===== config.mk =====
export PLATFORM = sky130hd
export DESIGN_NAME = ddr_req_arbiter
export DESIGN_NICKNAME = d
export VERILOG_FILES = /design/src/rtl/ddr_req_arbiter.sv
export SDC_FILE = /design/constraint.sdc
export NUM_CORES = 1
export LEC_CHECK = 0
export ABC_AREA = 1
export BUFFER_PORTS_ARGS = -buffer_cell sky130_fd_sc_hd__buf_2
export CELL_PAD_IN_SITES_DETAIL_PLACEMENT = 1
export CELL_PAD_IN_SITES_GLOBAL_PLACEMENT = 1
export CORE_AREA = 2 2 575 577
export CTS_BUF_LIST = sky130_fd_sc_hd__clkbuf_4 sky130_fd_sc_hd__clkbuf_8
export CTS_CLUSTER_DIAMETER = 30
export DETAILED_ROUTE_END_ITERATION = 10
export DIE_AREA = 0 0 577 579
export PLACE_DENSITY_LB_ADDON = 0.1
export SETUP_SLACK_MARGIN = 0.1
export SLEW_MARGIN = 20
export SYNTH_ARGS = -nofsm -noshare
export SYNTH_HDL_FRONTEND = slang
export SYNTH_SLANG_ARGS = --single-unit

===== constraint.sdc =====
create_clock -name clk -period 17 [get_ports clk]
set_clock_uncertainty 0.2 [all_clocks]
set_input_delay 0.85 -clock clk [delete_from_list [all_inputs] [get_ports clk]]
set_output_delay 0.85 -clock clk [all_outputs]
set_load 0.02 [all_outputs]

===== src/rtl/ddr_req_arbiter.sv =====
// Two-port arbiter in front of a single DDR controller command port.
// One transaction is outstanding at a time. Contention is resolved round-robin.
// A transaction that never sees action_done is aborted after TIMEOUT wait cycles.
module ddr_req_arbiter #(
    parameter int ADDR_W  = 25,
    parameter int DATA_W  = 256,
    parameter int TIMEOUT = 1023
) (
    input  logic                     clk,
    input  logic                     reset,
    input  logic [1:0]               p_wr,
    input  logic [1:0]               p_rd,
    input  logic [2*ADDR_W-1:0]      p_adr,
    input  logic [2*DATA_W-1:0]      p_wdata,
    input  logic [2*DATA_W/8-1:0]    p_be,
    output logic [1:0]               p_grant,
    output logic [1:0]               p_done,
    output logic [1:0]               p_rvalid,
    output logic [DATA_W-1:0]        p_rdata,
    output logic                     wr_rq,
    output logic                     rd_rq,
    output logic [ADDR_W-1:0]        wr_adr,
    output logic [ADDR_W-1:0]        rd_adr,
    output logic [DATA_W-1:0]        wr_data,
    output logic [DATA_W/8-1:0]      byte_enable,
    input  logic                     rd_valid,
    input  logic [DATA_W-1:0]        rd_data,
    input  logic                     action_done,
    output logic                     busy,
    output logic                     err_timeout
);
    localparam int BE_W  = DATA_W / 8;
    localparam int CNT_W = $clog2(TIMEOUT + 1);

    typedef enum logic [1:0] {IDLE, ISSUE, WAIT} state_t;

    state_t               state_reg, state_next;
    logic [1:0]           grant_reg, grant_next;
    logic [1:0]           done_reg, done_next;
    logic [1:0]           rvalid_reg, rvalid_next;
    logic [DATA_W-1:0]    rdata_reg, rdata_next;
    logic                 wr_rq_reg, wr_rq_next;
    logic                 rd_rq_reg, rd_rq_next;
    logic [ADDR_W-1:0]    wr_adr_reg, wr_adr_next;
    logic [ADDR_W-1:0]    rd_adr_reg, rd_adr_next;
    logic [DATA_W-1:0]    wdata_reg, wdata_next;
    logic [BE_W-1:0]      be_reg, be_next;
    logic                 is_write_reg, is_write_next;
    logic                 last_grant_reg, last_grant_next;
    logic [CNT_W-1:0]     cnt_reg, cnt_next;
    logic                 err_reg, err_next;

    // Per-port views of the packed request buses
    logic [1:0]           req;
    logic [ADDR_W-1:0]    adr_arr   [2];
    logic [DATA_W-1:0]    wdata_arr [2];
    logic [BE_W-1:0]      be_arr    [2];
    logic                 sel;

    generate
        for (genvar gi = 0; gi < 2; gi++) begin : g_port
            assign req[gi]       = p_wr[gi] | p_rd[gi];
            assign adr_arr[gi]   = p_adr[gi*ADDR_W +: ADDR_W];
            assign wdata_arr[gi] = p_wdata[gi*DATA_W +: DATA_W];
            assign be_arr[gi]    = p_be[gi*BE_W +: BE_W];
        end
    endgenerate

    // Winner index: the sole requester, or the port not served last
    assign sel = (req == 2'b11) ? ~last_grant_reg : req[1];

    // State and output registers; reset abandons any transaction silently
    always_ff @(posedge clk or posedge reset) begin
        if (reset) begin
            state_reg      <= IDLE;
            grant_reg      <= '0;
            done_reg       <= '0;
            rvalid_reg     <= '0;
            rdata_reg      <= '0;
            wr_rq_reg      <= 1'b0;
            rd_rq_reg      <= 1'b0;
            wr_adr_reg     <= '0;
            rd_adr_reg     <= '0;
            wdata_reg      <= '0;
            be_reg         <= '0;
            is_write_reg   <= 1'b0;
            last_grant_reg <= 1'b1;
            cnt_reg        <= '0;
            err_reg        <= 1'b0;
        end else begin
            state_reg      <= state_next;
            grant_reg      <= grant_next;
            done_reg       <= done_next;
            rvalid_reg     <= rvalid_next;
            rdata_reg      <= rdata_next;
            wr_rq_reg      <= wr_rq_next;
            rd_rq_reg      <= rd_rq_next;
            wr_adr_reg     <= wr_adr_next;
            rd_adr_reg     <= rd_adr_next;
            wdata_reg      <= wdata_next;
            be_reg         <= be_next;
            is_write_reg   <= is_write_next;
            last_grant_reg <= last_grant_next;
            cnt_reg        <= cnt_next;
            err_reg        <= err_next;
        end
    end

    // Next-state logic: grant in IDLE, one-cycle command in ISSUE, completion/timeout in ISSUE/WAIT
    always_comb begin
        state_next      = state_reg;
        grant_next      = grant_reg;
        done_next       = 2'b00;
        rvalid_next     = 2'b00;
        rdata_next      = rdata_reg;
        wr_rq_next      = 1'b0;
        rd_rq_next      = 1'b0;
        wr_adr_next     = wr_adr_reg;
        rd_adr_next     = rd_adr_reg;
        wdata_next      = wdata_reg;
        be_next         = be_reg;
        is_write_next   = is_write_reg;
        last_grant_next = last_grant_reg;
        cnt_next        = cnt_reg;
        err_next        = err_reg;

        case (state_reg)
            IDLE: begin
                if (|req) begin
                    state_next    = ISSUE;
                    grant_next    = sel ? 2'b10 : 2'b01;
                    // A port raising both lines is served as a write first
                    is_write_next = p_wr[sel];
                    wdata_next    = wdata_arr[sel];
                    be_next       = be_arr[sel];
                    cnt_next      = '0;
                    if (p_wr[sel]) begin
                        wr_adr_next = adr_arr[sel];
                        wr_rq_next  = 1'b1;
                    end else begin
                        rd_adr_next = adr_arr[sel];
                        rd_rq_next  = 1'b1;
                    end
                end
            end
            ISSUE, WAIT: begin
                if (rd_valid && !is_write_reg) begin
                    rdata_next  = rd_data;
                    rvalid_next = grant_reg;
                end
                if (state_reg == WAIT) begin
                    cnt_next = cnt_reg + 1'b1;
                end
                if (action_done) begin
                    state_next      = IDLE;
                    done_next       = grant_reg;
                    grant_next      = 2'b00;
                    last_grant_next = grant_reg[1];
                end else if (state_reg == WAIT && cnt_reg == CNT_W'(TIMEOUT - 1)) begin
                    state_next      = IDLE;
                    done_next       = grant_reg;
                    grant_next      = 2'b00;
                    last_grant_next = grant_reg[1];
                    err_next        = 1'b1;
                end else begin
                    state_next = WAIT;
                end
            end
            default: begin
                state_next = IDLE;
                grant_next = 2'b00;
            end
        endcase
    end

    assign p_grant     = grant_reg;
    assign p_done      = done_reg;
    assign p_rvalid    = rvalid_reg;
    assign p_rdata     = rdata_reg;
    assign wr_rq       = wr_rq_reg;
    assign rd_rq       = rd_rq_reg;
    assign wr_adr      = wr_adr_reg;
    assign rd_adr      = rd_adr_reg;
    assign wr_data     = wdata_reg;
    assign byte_enable = be_reg;
    assign busy        = (state_reg != IDLE);
    assign err_timeout = err_reg;

endmodule

==> impl_metrics.tcl <==
set metrics [dict create \
    crit_slowest_cell "buf_4" \
    yosysSeqAreaShare 0.599 \
    crit_arrival_ps 6330 \
    power_switching_share 0.437 \
    place.gp.congestion 0.776 \
    fin_nets 5966 \
    seqPwrFrac 0.236 \
    final-setup-viol-count 0 \
    synthCells 2561 \
    cts_tree "built" \
    post-route-drc-count 0 \
    final_cells 9699 \
    die_x_um 577 \
    wl_per_cell_um 23.3 \
    routed_wl_um 226000 \
    setup_slack_ps 11330 \
    pwr-share-clk 0.293 \
    setup_tns_ps 0 \
    cts-buffers-inserted 306 \
    placed_cells 8279 \
    synth.cell_area_um2 25800 \
    grt_start_max_net_pins 155 \
    clock_latency_ps 970 \
    initial_core_util 0.0785 \
    core_area_um2 329000 \
    grt_first_pass_wirelength_um 297000 \
    drt_iter0_drc 868 \
    crit_top_cell "buf_4" \
    clockBufferDepth 4 \
    rsz0062_at_grt "no" \
    regArea_um2 15400 \
    slowest_delay_ps 790 \
    rows 211 \
    cts_setup_buffers 0 \
    fp.dieH_um 579 \
    yosys.cell_types.count 30 \
    syn_nets 3456 \
    grt_overflow_total 0 \
    drive_gt1_frac 0.439 \
    cp-end-kind "flop" \
    post_cts_resized 0 \
    die_area_um2 334000 \
    drv_cap 0 \
    final_common_cell "buf_2" \
    cp-start-kind "flop" \
    slew_viol_final 0 \
    via_per_inst 3.16 \
    p_int_mw 6.50 \
    hold-worst-slack_ps 138 \
    hold_buffers 850 \
    slew-limit-headroom 0.232 \
    worstPathCellList "inv_1 -> ha_2 -> inv_1 -> nor2_4 -> buf_4 -> buf_4 -> buf_4 -> o21ai_0 -> o21ai_0 -> dlygate4sd3_1" \
    cts-root-buf "clkbuf_8" \
    p_comb_frac 0.472 \
    postSynthAreaPerCell_um2 10.1 \
    worstSetupPathType "flop to flop" \
    boundaryPins 1494 \
    status "finished clean" \
    multi_input_area_um2 9430 \
    finalCritPeriodShare 0.334 \
    area_growth_syn_to_layout_pct 106 \
    ys_warn_count 0 \
    port_buffers 1493 \
    worst_pin_slew_ps 1140 \
    mostFrequentLayoutCells "buf_2, dlygate4sd3_1, dfrtp_1, nand2_1, o21ai_0" \
    n_fill_cell 38800 \
    vias 30700 \
    hold_path_class "primary input to flop" \
    peakVddDrop_v 0.000127 \
    switchingPower_mw 5.03 \
    detail-route-antenna-nets 0 \
    dp_slack_ps 11590 \
    power_density_nw_per_um2 217 \
    drt_first_pass_iters 4 \
    grt_pass1_vias 33900 \
    htreeDepth 5 \
    fmax_ghz 0.176 \
    dp_hpwl_um 173000 \
    grt_use_total 0.130 \
    fin_util 0.162 \
    antenna_found_initial 137 \
    worstPathMaxFanout 71 \
    cts.sinks 617 \
    clk_pin_slew_ps 40 \
    required_ps 17660 \
    finalHoldViolations 0 \
    p_leak_nw 24.5 \
    yosys_register_bits 617 \
    post-route-min-period_ps 5670 \
]
==> through the flow <==
| step | power (mW) | area [um^2] |
|---|---|---|
| 6_report | 11.5 | 53200 |
| 5_1_grt | 12.4 | 53200 |
| 2_1_floorplan | 5.05 | 25800 |
| 4_1_cts | 11.9 | 53100 |
| 3_5_place_dp | 7.50 | 38200 |
| 3_3_place_gp | 7.49 | 38200 |
==> cells by family (layout without fill, tap and decap cells) <==
kind of cell	count (synthesis)	count (layout)	share of synthesized area
other cells	0	53	0
compound gates	598	598	0.117
simple gates	880	880	0.133
fa+ha+maj	5	5	0.00242
mux	256	256	0.112
flops	617	617	0.599
buf+inv	205	2924	0.0375
==> area by class of cell <==
cell class	instances	share of cell area
repair buffers	2378	0.306
flip-flops and latches	617	0.290
multi-input cells	1739	0.177
clock buffers	487	0.114
well taps	4366	0.103
clock inverters	30	0.00578
inverters	29	0.00249
diodes	53	0.00249
==> path summary, 6_finish.rpt <==
path / startpoint / to / slack [ps] / depth (start not counted)
max: state_reg[1]$_DFFE_PP0P_ / wr_data[193]$_DFFE_PP0P_ / 11330 / 10
min: p_adr[23] / wr_adr[23]$_DFFE_PP0P_ / 140 / 5
max reg2reg: state_reg[1]$_DFFE_PP0P_ / wr_data[193]$_DFFE_PP0P_ / 11330 / 10
min reg2reg: wr_adr[19]$_DFFE_PP0P_ / wr_adr[19]$_DFFE_PP0P_ / 260 / 2
max in group asynchronous: reset / wr_data[178]$_DFFE_PP0P_ / 12770 / 7
min in group asynchronous: reset / p_rdata[63]$_DFFE_PP0P_ / 290 / 3
==> synthesized netlist by cell type <==
library cell,count,area share
nor2_4,1,0.00044
a21oi_1,1,0.00019
dfstp_2,1,0.0010
mux2_2,256,0.11
buf_2,116,0.023
nand3b_1,1,0.00029
nor3_1,2,0.00039
o21ai_4,1,0.00063
clkbuf_1,44,0.0064
nand2_4,1,0.00044
buf_1,4,0.00058
nand2_1,498,0.072
a21oi_2,1,0.00034
nand2_2,2,0.00048
nand3_2,1,0.00039
inv_2,2,0.00029
or2_2,2,0.00048
nand3_1,59,0.011
buf_4,10,0.0029
inv_1,26,0.0038
o21ai_0,469,0.091
nand4_1,5,0.0012
clkinv_2,1,0.00019
o21bai_1,2,0.00058
nor3b_1,1,0.00029
buf_6,2,0.00087
nor2_1,307,0.045
o21ai_1,124,0.024
ha_1,5,0.0024
dfrtp_1,616,0.60
==> layer usage <==
metal | up-vias | GRT usage | part of all wire
met2 | 1397 | 0.207 | 0.45
met4 | 30 | 0.0483 | 0.035
li1 | 13800 | - | -
met3 | 508 | 0.0523 | 0.094
met5 | - | 0 | 0.00085
met1 | 14900 | 0.155 | 0.42
==> worst max-delay path: cells and delay by family (launching register included) <==
family,cells,cell delay (ps)
AO/OA/AOI/OAI,2,420
flip-flops,1,410
buffers and inverters,6,3140
adder cells (fa/ha/maj),1,780
AND/OR/NAND/NOR,1,470
==> power groups by stage <==
stage	Clock, mW	Sequential [mW]	Combinational, mW
floorplan	0	3.49	1.56
global placement	0	2.73	4.75
detailed placement	0	2.74	4.76
CTS	3.53	2.74	5.63
global route	3.62	2.82	5.97
finish	3.38	2.72	5.44
(Power assumes the default switching activity.)
